**src/rtl/divn_tick_sched.sv**
```systemverilog
// divn_tick_sched: divide-by-N tick generator controller.
// Holds a programmable divisor, sequences IDLE/RUN/DRAIN and shares each
// tick round-robin among NREQ requesters.
// Optional feature macro: DIVN_TICK_SCHED_TICKCNT_EN adds the tick_count
// output, a saturating count of ticks since the last start.
//
// state   | meaning
// --------+-------------------------------------------------------------
// S_IDLE  | stopped, phase held at 0, divisor writes accepted
// S_RUN   | phase counting 0..div_reg-1, tick on phase 0
// S_DRAIN | stop requested, finishing current period without ticks
module divn_tick_sched #(
    parameter int W    = 4,
    parameter int NREQ = 3
) (
    input  logic            clk,
    input  logic            reset,
    input  logic            cfg_valid,
    input  logic [W-1:0]    cfg_div,
    output logic            cfg_ready,
    input  logic            start,
    input  logic            stop,
    input  logic [NREQ-1:0] req,
    output logic            tick,
    output logic [NREQ-1:0] gnt,
    output logic            busy,
    output logic [W-1:0]    phase,
`ifdef DIVN_TICK_SCHED_TICKCNT_EN
    output logic [7:0]      tick_count,
`endif
    output logic            err
);

    localparam int PW = (NREQ > 1) ? $clog2(NREQ) : 1;

    typedef enum logic [1:0] {
        S_IDLE  = 2'd0,
        S_RUN   = 2'd1,
        S_DRAIN = 2'd2
    } state_t;

    state_t        state, state_nxt;
    logic [W-1:0]  div_reg;
    logic [W-1:0]  phase_nxt;
    logic [PW-1:0] rr_ptr;
    logic [PW-1:0] gnt_idx;
    logic [PW-1:0] cand_idx;
    logic          gnt_any;
    logic          wr_en;
    logic          wr_ok;
    logic          start_ok;
    logic          phase_last;
    int            cand;

    // An illegal write in the same cycle as start blocks the start.
    assign wr_en      = cfg_valid && cfg_ready;
    assign wr_ok      = (cfg_div >= W'(2));
    assign start_ok   = start && !(wr_en && !wr_ok);
    assign phase_last = (phase == (div_reg - W'(1)));

    // State register.
    always_ff @(posedge clk) begin
        if (reset) state <= S_IDLE;
        else       state <= state_nxt;
    end

    // Next state and next phase; phase returns to 0 whenever IDLE is entered.
    always_comb begin
        state_nxt = S_IDLE;
        phase_nxt = '0;
        case (state)
            S_IDLE: begin
                if (start_ok) state_nxt = S_RUN;
            end
            S_RUN: begin
                phase_nxt = phase_last ? '0 : (phase + W'(1));
                if (stop && phase_last) begin
                    state_nxt = S_IDLE;
                    phase_nxt = '0;
                end else if (stop) begin
                    state_nxt = S_DRAIN;
                end else begin
                    state_nxt = S_RUN;
                end
            end
            S_DRAIN: begin
                if (phase_last) begin
                    state_nxt = S_IDLE;
                end else begin
                    state_nxt = S_DRAIN;
                    phase_nxt = phase + W'(1);
                end
            end
            default: begin
                state_nxt = S_IDLE;
            end
        endcase
    end

    // Moore outputs plus round-robin grant scan starting at rr_ptr.
    always_comb begin
        tick      = (state == S_RUN) && (phase == '0);
        busy      = (state != S_IDLE);
        cfg_ready = (state == S_IDLE);
        gnt       = '0;
        gnt_idx   = '0;
        gnt_any   = 1'b0;
        cand      = 0;
        cand_idx  = '0;
        for (int i = 0; i < NREQ; i++) begin
            cand = int'(rr_ptr) + i;
            if (cand >= NREQ) cand = cand - NREQ;
            cand_idx = PW'(cand);
            if (tick && !gnt_any && req[cand_idx]) begin
                gnt_any       = 1'b1;
                gnt_idx       = cand_idx;
                gnt[cand_idx] = 1'b1;
            end
        end
    end

    // Phase counter.
    always_ff @(posedge clk) begin
        if (reset) phase <= '0;
        else       phase <= phase_nxt;
    end

    // Divisor register and sticky illegal-divisor flag.
    always_ff @(posedge clk) begin
        if (reset) begin
            div_reg <= W'(3);
            err     <= 1'b0;
        end else if (wr_en) begin
            if (wr_ok) begin
                div_reg <= cfg_div;
                err     <= 1'b0;
            end else begin
                err     <= 1'b1;
            end
        end
    end

    // Round-robin pointer moves past the granted requester; holds otherwise.
    always_ff @(posedge clk) begin
        if (reset)        rr_ptr <= '0;
        else if (gnt_any) rr_ptr <= (gnt_idx == PW'(NREQ - 1)) ? '0 : (gnt_idx + PW'(1));
    end

`ifdef DIVN_TICK_SCHED_TICKCNT_EN
    // Saturating tick counter, restarted on every IDLE->RUN transition.
    always_ff @(posedge clk) begin
        if (reset)                                  tick_count <= '0;
        else if (state == S_IDLE && start_ok)       tick_count <= '0;
        else if (tick && tick_count != 8'd255)      tick_count <= tick_count + 8'd1;
    end
`endif

endmodule

```
**config.mk**
```make
export PLATFORM = sky130hd
export DESIGN_NAME = divn_tick_sched
export DESIGN_NICKNAME = d
export VERILOG_FILES = /design/src/rtl/divn_tick_sched.sv
export SDC_FILE = /design/constraint.sdc
export NUM_CORES = 1
export LEC_CHECK = 0
export CAP_MARGIN = 0
export CORE_ASPECT_RATIO = 0.75
export CORE_MARGIN = 2
export CORE_UTILIZATION = 49
export DETAILED_ROUTE_END_ITERATION = 16
export HOLD_SLACK_MARGIN = 0.03
export PLACE_DENSITY = 0.88
export SETUP_SLACK_MARGIN = 0.3
export SKIP_CTS_REPAIR_TIMING = 1
export SYNTH_ARGS = -nofsm -noshare
export SYNTH_HDL_FRONTEND = slang
export SYNTH_SLANG_ARGS = --single-unit
```
**constraint.sdc**
```tcl
create_clock -name clk -period 5 [get_ports clk]
set_input_delay 1.5 -clock clk [delete_from_list [all_inputs] [get_ports clk]]
set_output_delay 1.5 -clock clk [all_outputs]
set_load 0.02 [all_outputs]
```
==> results of run 1 <==
## Yosys cell counts (2+ instances only)
library cell / number / area [sq um]
nor4_1: 3 / 18.8
ha_1: 11 / 138
nor3_1: 3 / 15.0
xnor2_1: 7 / 61.3
nand2_1: 13 / 48.8
inv_1: 15 / 56.3
a21oi_1: 4 / 20.0
clkbuf_1: 3 / 11.3
maj3_1: 2 / 20.0
a32oi_1: 3 / 26.3
mux2i_1: 2 / 20.0
dfxtp_1: 13 / 260
nor4bb_1: 2 / 20.0
a211oi_1: 2 / 15.0
a22oi_1: 3 / 22.5
nor2_1: 11 / 41.3
## layout make-up
class | count | area share
Clock buffer | 4 | 0.0209
Inverter | 15 | 0.0449
Multi-Input combinational cell | 85 | 0.515
Sequential cell | 13 | 0.207
Tap cell | 22 | 0.0219
Timing Repair Buffer | 26 | 0.189
## worst max path at each step
stage	start	endpoint	cells after the start
floorplan	req[2]	gnt[2]	6
global placement	req[1]	gnt[2]	7
detailed placement	req[2]	gnt[2]	7
CTS	req[2]	gnt[2]	7
global route	req[1]	gnt[1]	9
finish	req[1]	gnt[0]	8
## where the power goes
group,leakage [nW],internal [mW],total (mW),switching [mW]
logic,0.414,0.0437,0.0928,0.0491
clock network,0.0150,0.0311,0.0696,0.0385
registers,0.106,0.109,0.115,0.00567
total,0.535,0.184,0.277,0.0933
## cell families (layout without fill, tap and decap cells)
group,Yosys count,after routing
AOI/OAI and AO/OA,22,22
xor gates and xnor gates,8,8
adders and majority gates,13,13
buffers and inverters,20,45
DFF,13,13
muxes,3,3
and+or+nand+nor,39,39
## cell usage in the layout (no fill, tap or decap), types with 4 or more instances in the layout
cell type,n
xnor2_1,7
dfxtp_1,13
nor2_1,10
nand2_1,13
clkdlybuf4s50_1,18
buf_4,4
inv_1,15
ha_1,11
## metrics by stage
stage | setup TNS [ns] | instance area [sq um] | hold WS, ns | cells
2_1_floorplan | 0 | 962 | 0.432 | 118
3_3_place_gp | -0.00481 | 1220 | 0.458 | 161
3_5_place_dp | -0.211 | 1220 | 0.465 | 161
4_1_cts | -0.238 | 1240 | 0.478 | 165
5_1_grt | 0 | 1250 | 0.496 | 165
6_report | 0 | 1250 | 0.476 | 165
## critical path: stages
cell and delay [ns]:
clkdlybuf4s50_1 0.57, buf_4 0.17, and3b_1 0.18, a21oi_2 0.05
and3_4 0.18, a22oi_1 0.20, nand2_1 0.08, clkbuf_2 0.15
## routing by layer
| layer | vias to the layer above | track usage | wire length [um] |
|---|---|---|---|
| li1 | 462 | - | - |
| met1 | 436 | 0.287 | 1090 |
| met2 | 29 | 0.338 | 1070 |
| met3 | 6 | 0.0821 | 136 |
| met4 | 0 | 0.0780 | 50 |
| met5 | - | 0 | 0 |
==> qor.txt, run 1 <==
Status -> finished clean
Io pins -> 23
Required time of the critical path -> 3.50 ns
Clock sinks -> 13
Synth async-reset ratio -> 0
Synth Area in XOR/XNOR -> 0.0728
CTS clock-pin slew for the worst setup and hold paths -> 0.09 ns
Worst hold path class -> reg2reg
Antenna violations before repair -> 0
Sequential cell area -> 260 sq um
Critical R2R Capture -> rr_ptr[0]
Skew-Pair Late Insertion Delay -> 0.29 ns
Synth Area in Simple Gates -> 0.211
Vias per inst -> 5.65
Root Buffer -> clkbuf_4
Die height -> 42.4 um
Worst setup SP type -> input pin
Max FO, Critical Path -> 5
Max IR drop VDD -> 0.000160 V
Synth Cell Area -> 962 sq um
Max_slew headroom -> 0.684
Crit Path Class -> in2out
Unrepaired setup endpoints after global routing -> no
Largest net degree at the start of global routing -> 15
Post-synthesis adder-cell area fraction -> 0.164
Pleak -> 0.535 nW
Util after Layout -> 0.701
CTS tree -> built
CTS Buf Count -> 3
Worst Path Arrival -> 3.08 ns
Antenna viol nets, final -> 0
Layout cells sized above 1 -> 0.133
Total number of vias -> 933
Drt initial violations -> 12
Multi-input logic area -> 647 sq um
Avg Inst Size Synth -> 8.15 sq um
Mux share of post-synthesis cell area -> 0.0325
Total power draw -> 0.277 mW
Slew @ Worst Pin -> 0.475 ns
Post-Route WL -> 2350 um
ANT cells -> 0
Cell Pwr Density -> 221 nW/um^2
Final Hold Viols -> 0
GPL Wtd Cong -> 0.838
Achievable frequency -> 218 MHz
Initial core utilization -> 0.538
Min Tclk post-route -> 4.58 ns
Post-synthesis compound-gate area fraction -> 0.169
Fillers -> 130
Post-Syn Instances -> 118
Syn-to-layout area delta -> 30.4%
Fin. max-slew vios -> 0
H-tree depth -> 1
Detailed placer's ending HPWL -> 1740 um
GRT Residual Overflow -> 0
Rows -> 13
Hold Crit Start -> div_reg[1]
Critical Path Sink Type -> primary output
First-pass GRT wire length -> 3810 um
Final-stage net count -> 167
Final Setup Violations -> 0
Residual DRC -> 0
Placeable Area -> 1790 sq um
Max_cap viols -> 0
Hold EP -> div_reg[1]
Ys Warns -> 0
R2R setup slack -> 3.02 ns
Post-route worst setup slack -> 0.416 ns
Post-synthesis net count -> 141
GRT Overall Usage -> 0.223
TritonRoute pass-1 iters -> 4
Clock Skew -> 0.00862 ns
Main flop type after synthesis -> dfxtp_1
Clk buf depth -> 2
Die area -> 2340 sq um
Worst r2r src -> rr_ptr[0]
Width of the chip -> 55.2 um
Vias in the first global route -> 882
EDFF count, synth -> 0
Final period util -> 0.917
Largest family of logic cells by synthesized area -> simple AND/OR/NAND/NOR gates
Sequential area share after synthesis -> 0.270
Hold path depth -> 2
DP Worst Slack -> -0.0757 ns
Flops & latches, synth -> 13
Routed length per instance -> 14.3 um
Distinct cells, synth -> 37
Reg2Reg Depth -> 6
Port Buf Inserts -> 22
Power figures use the tool's default switching activity.
==> inputs of run 2 (changes only) <==
- CAP_MARGIN: 0 -> default
- CORE_ASPECT_RATIO: 0.75 -> default
==> qor.txt, run 2 (synthesis gave the netlist of run 1 again) <==
Placeable Area -> 1900 sq um
Setup tns final -> 0 ns
GPL Wtd Cong -> 0.848
Routed length per instance -> 12.1 um
Total number of vias -> 934
Residual DRC -> 0
Vias in the first global route -> 842
Unrepaired setup endpoints after global routing -> yes
Reg2Reg Depth -> 6
Commonest non-fill, non-tap cell in the layout -> clkdlybuf4s50_1
Max_cap viols -> 0
Antenna viol nets, final -> 0
Io pins -> 23
Critical path cell sequence -> clkdlybuf4s50_1 -> buf_4 -> nor4bb_1 -> a211oi_1 -> a211oi_2 -> nand2_1 -> nand2_1 -> dlymetal6s2s_1
Syn-to-layout area delta -> 31.2%
Clock sinks -> 13
Setup crit end -> gnt[2]
Min Tclk post-route -> 4.62 ns
GRT Residual Overflow -> 0
Cell Pwr Density -> 214 nW/um^2
CTS tree -> built
Required time of the critical path -> 3.50 ns
Hold slack -> 0.488 ns
Initial core utilization -> 0.506
Worst r2r src -> rr_ptr[0]
Final Hold Viols -> 0
CTS clock-pin slew for the worst setup and hold paths -> 0.08 ns
Pleak -> 0.560 nW
Die area -> 2330 sq um
Placed cell areas -> 1220 sq um
Critical R2R Capture -> rr_ptr[0]
Max IR drop VDD -> 0.000166 V
Max FO, Critical Path -> 4
Drt initial violations -> 15
Vias per inst -> 5.49
Fin. max-slew vios -> 0
Post-Route WL -> 2060 um
P_int -> 0.183 mW
Worst hold path class -> reg2reg
Util after Layout -> 0.664
Slew @ Worst Pin -> 0.433 ns
Family with the most delay on the worst path -> buffers and inverters
Logic pwr share -> 0.329
TritonRoute pass-1 iters -> 4
Total power draw -> 0.270 mW
Launch point of the worst path -> req[1]
CP max stage delay -> 0.49 ns
DP Cell Count -> 166
GRT Overall Usage -> 0.182
Rows -> 16
Die height -> 48.3 um
First-pass GRT wire length -> 3460 um
Highest-count cells in the layout ignoring fill and taps -> 19 x clkdlybuf4s50_1, 15 x inv_1, 13 x nand2_1, 13 x dfxtp_1
Fin area -> 1260 sq um
Non-filler instance count after layout -> 170
Max_slew headroom -> 0.711
Critical Path Most Common Cell -> nand2_1
DP Worst Slack -> -0.144 ns
Status -> finished clean
Switching Fraction -> 0.321
Width of the chip -> 48.3 um
WP depth -> 8
Sw Pwr -> 0.0867 mW
WP buf/inv -> 3
Worst setup SP type -> input pin
H-tree depth -> 1
Layout cells sized above 1 -> 0.0979
CP max stage cell -> clkdlybuf4s50_1
Largest net degree at the start of global routing -> 15
Final period util -> 0.924
Clock power frac -> 0.245
Crit Path Class -> in2out
Detailed placer's ending HPWL -> 1680 um
R2R setup slack -> 3.05 ns
Worst Path Arrival -> 3.12 ns
Antenna violations before repair -> 0
CTS Buf Count -> 3
Root Buffer -> clkbuf_4
Clock Skew -> 0.00429 ns
Port Buf Inserts -> 22
Achievable frequency -> 216 MHz
Final Setup Violations -> 0
Clk buf depth -> 2
Final-stage net count -> 167
Sequential power share -> 0.426
Post-route worst setup slack -> 0.380 ns
ANT cells -> 0
Skew-Pair Late Insertion Delay -> 0.28 ns
Critical Path Sink Type -> primary output
[run 2: cell types whose count changed in the layout (fill, tap and decap cells not counted), sizes merged]
cell	before	now
clkbuf	7	5
clkdlybuf4s50	18	19
dlymetal6s2s	1	2
[run 2: layout make-up]
class                           count  area, sq um
Fill cell                         162          639
Inverter                           15         56.3
Tap cell                           27         33.8
Timing Repair Buffer               26          250
Sequential cell                    13          260
Multi-Input combinational cell     85          636
Clock buffer                        4         26.3
[run 2: power groups by stage]
stage / clock (mW) / combinational [mW] / sequential (mW)
2_1_floorplan: 0 / 0.0561 / 0.116
3_3_place_gp: 0 / 0.0846 / 0.117
3_5_place_dp: 0 / 0.0880 / 0.117
4_1_cts: 0.0661 / 0.0884 / 0.115
5_1_grt: 0.0703 / 0.0970 / 0.116
6_report: 0.0662 / 0.0887 / 0.115
[run 2: worst min path at each step]
stage | startpoint | end | cells past startpoint
finish | div_reg[1] | div_reg[1] | 2
global route | div_reg[1] | div_reg[1] | 2
CTS | div_reg[1] | div_reg[1] | 2
detailed placement | div_reg[1] | div_reg[1] | 2
global placement | div_reg[1] | div_reg[1] | 2
floorplan | div_reg[1] | div_reg[1] | 2
[run 2: tightest hold or removal path: cells and delay by family (launching register included)]
| family | cells | cell delay [ns] |
|---|---|---|
| flip-flops | 1 | 0.35 |
| AND/OR/NAND/NOR | 2 | 0.10 |
[run 2: per-layer routing]
layer  GRT usage  up-vias  wire length [um]
met5           0        -                 0
met4      0.0667        0                29
met3      0.0216        4                97
met2       0.361       34              1080
met1       0.196      427               849
li1            -      469                 -
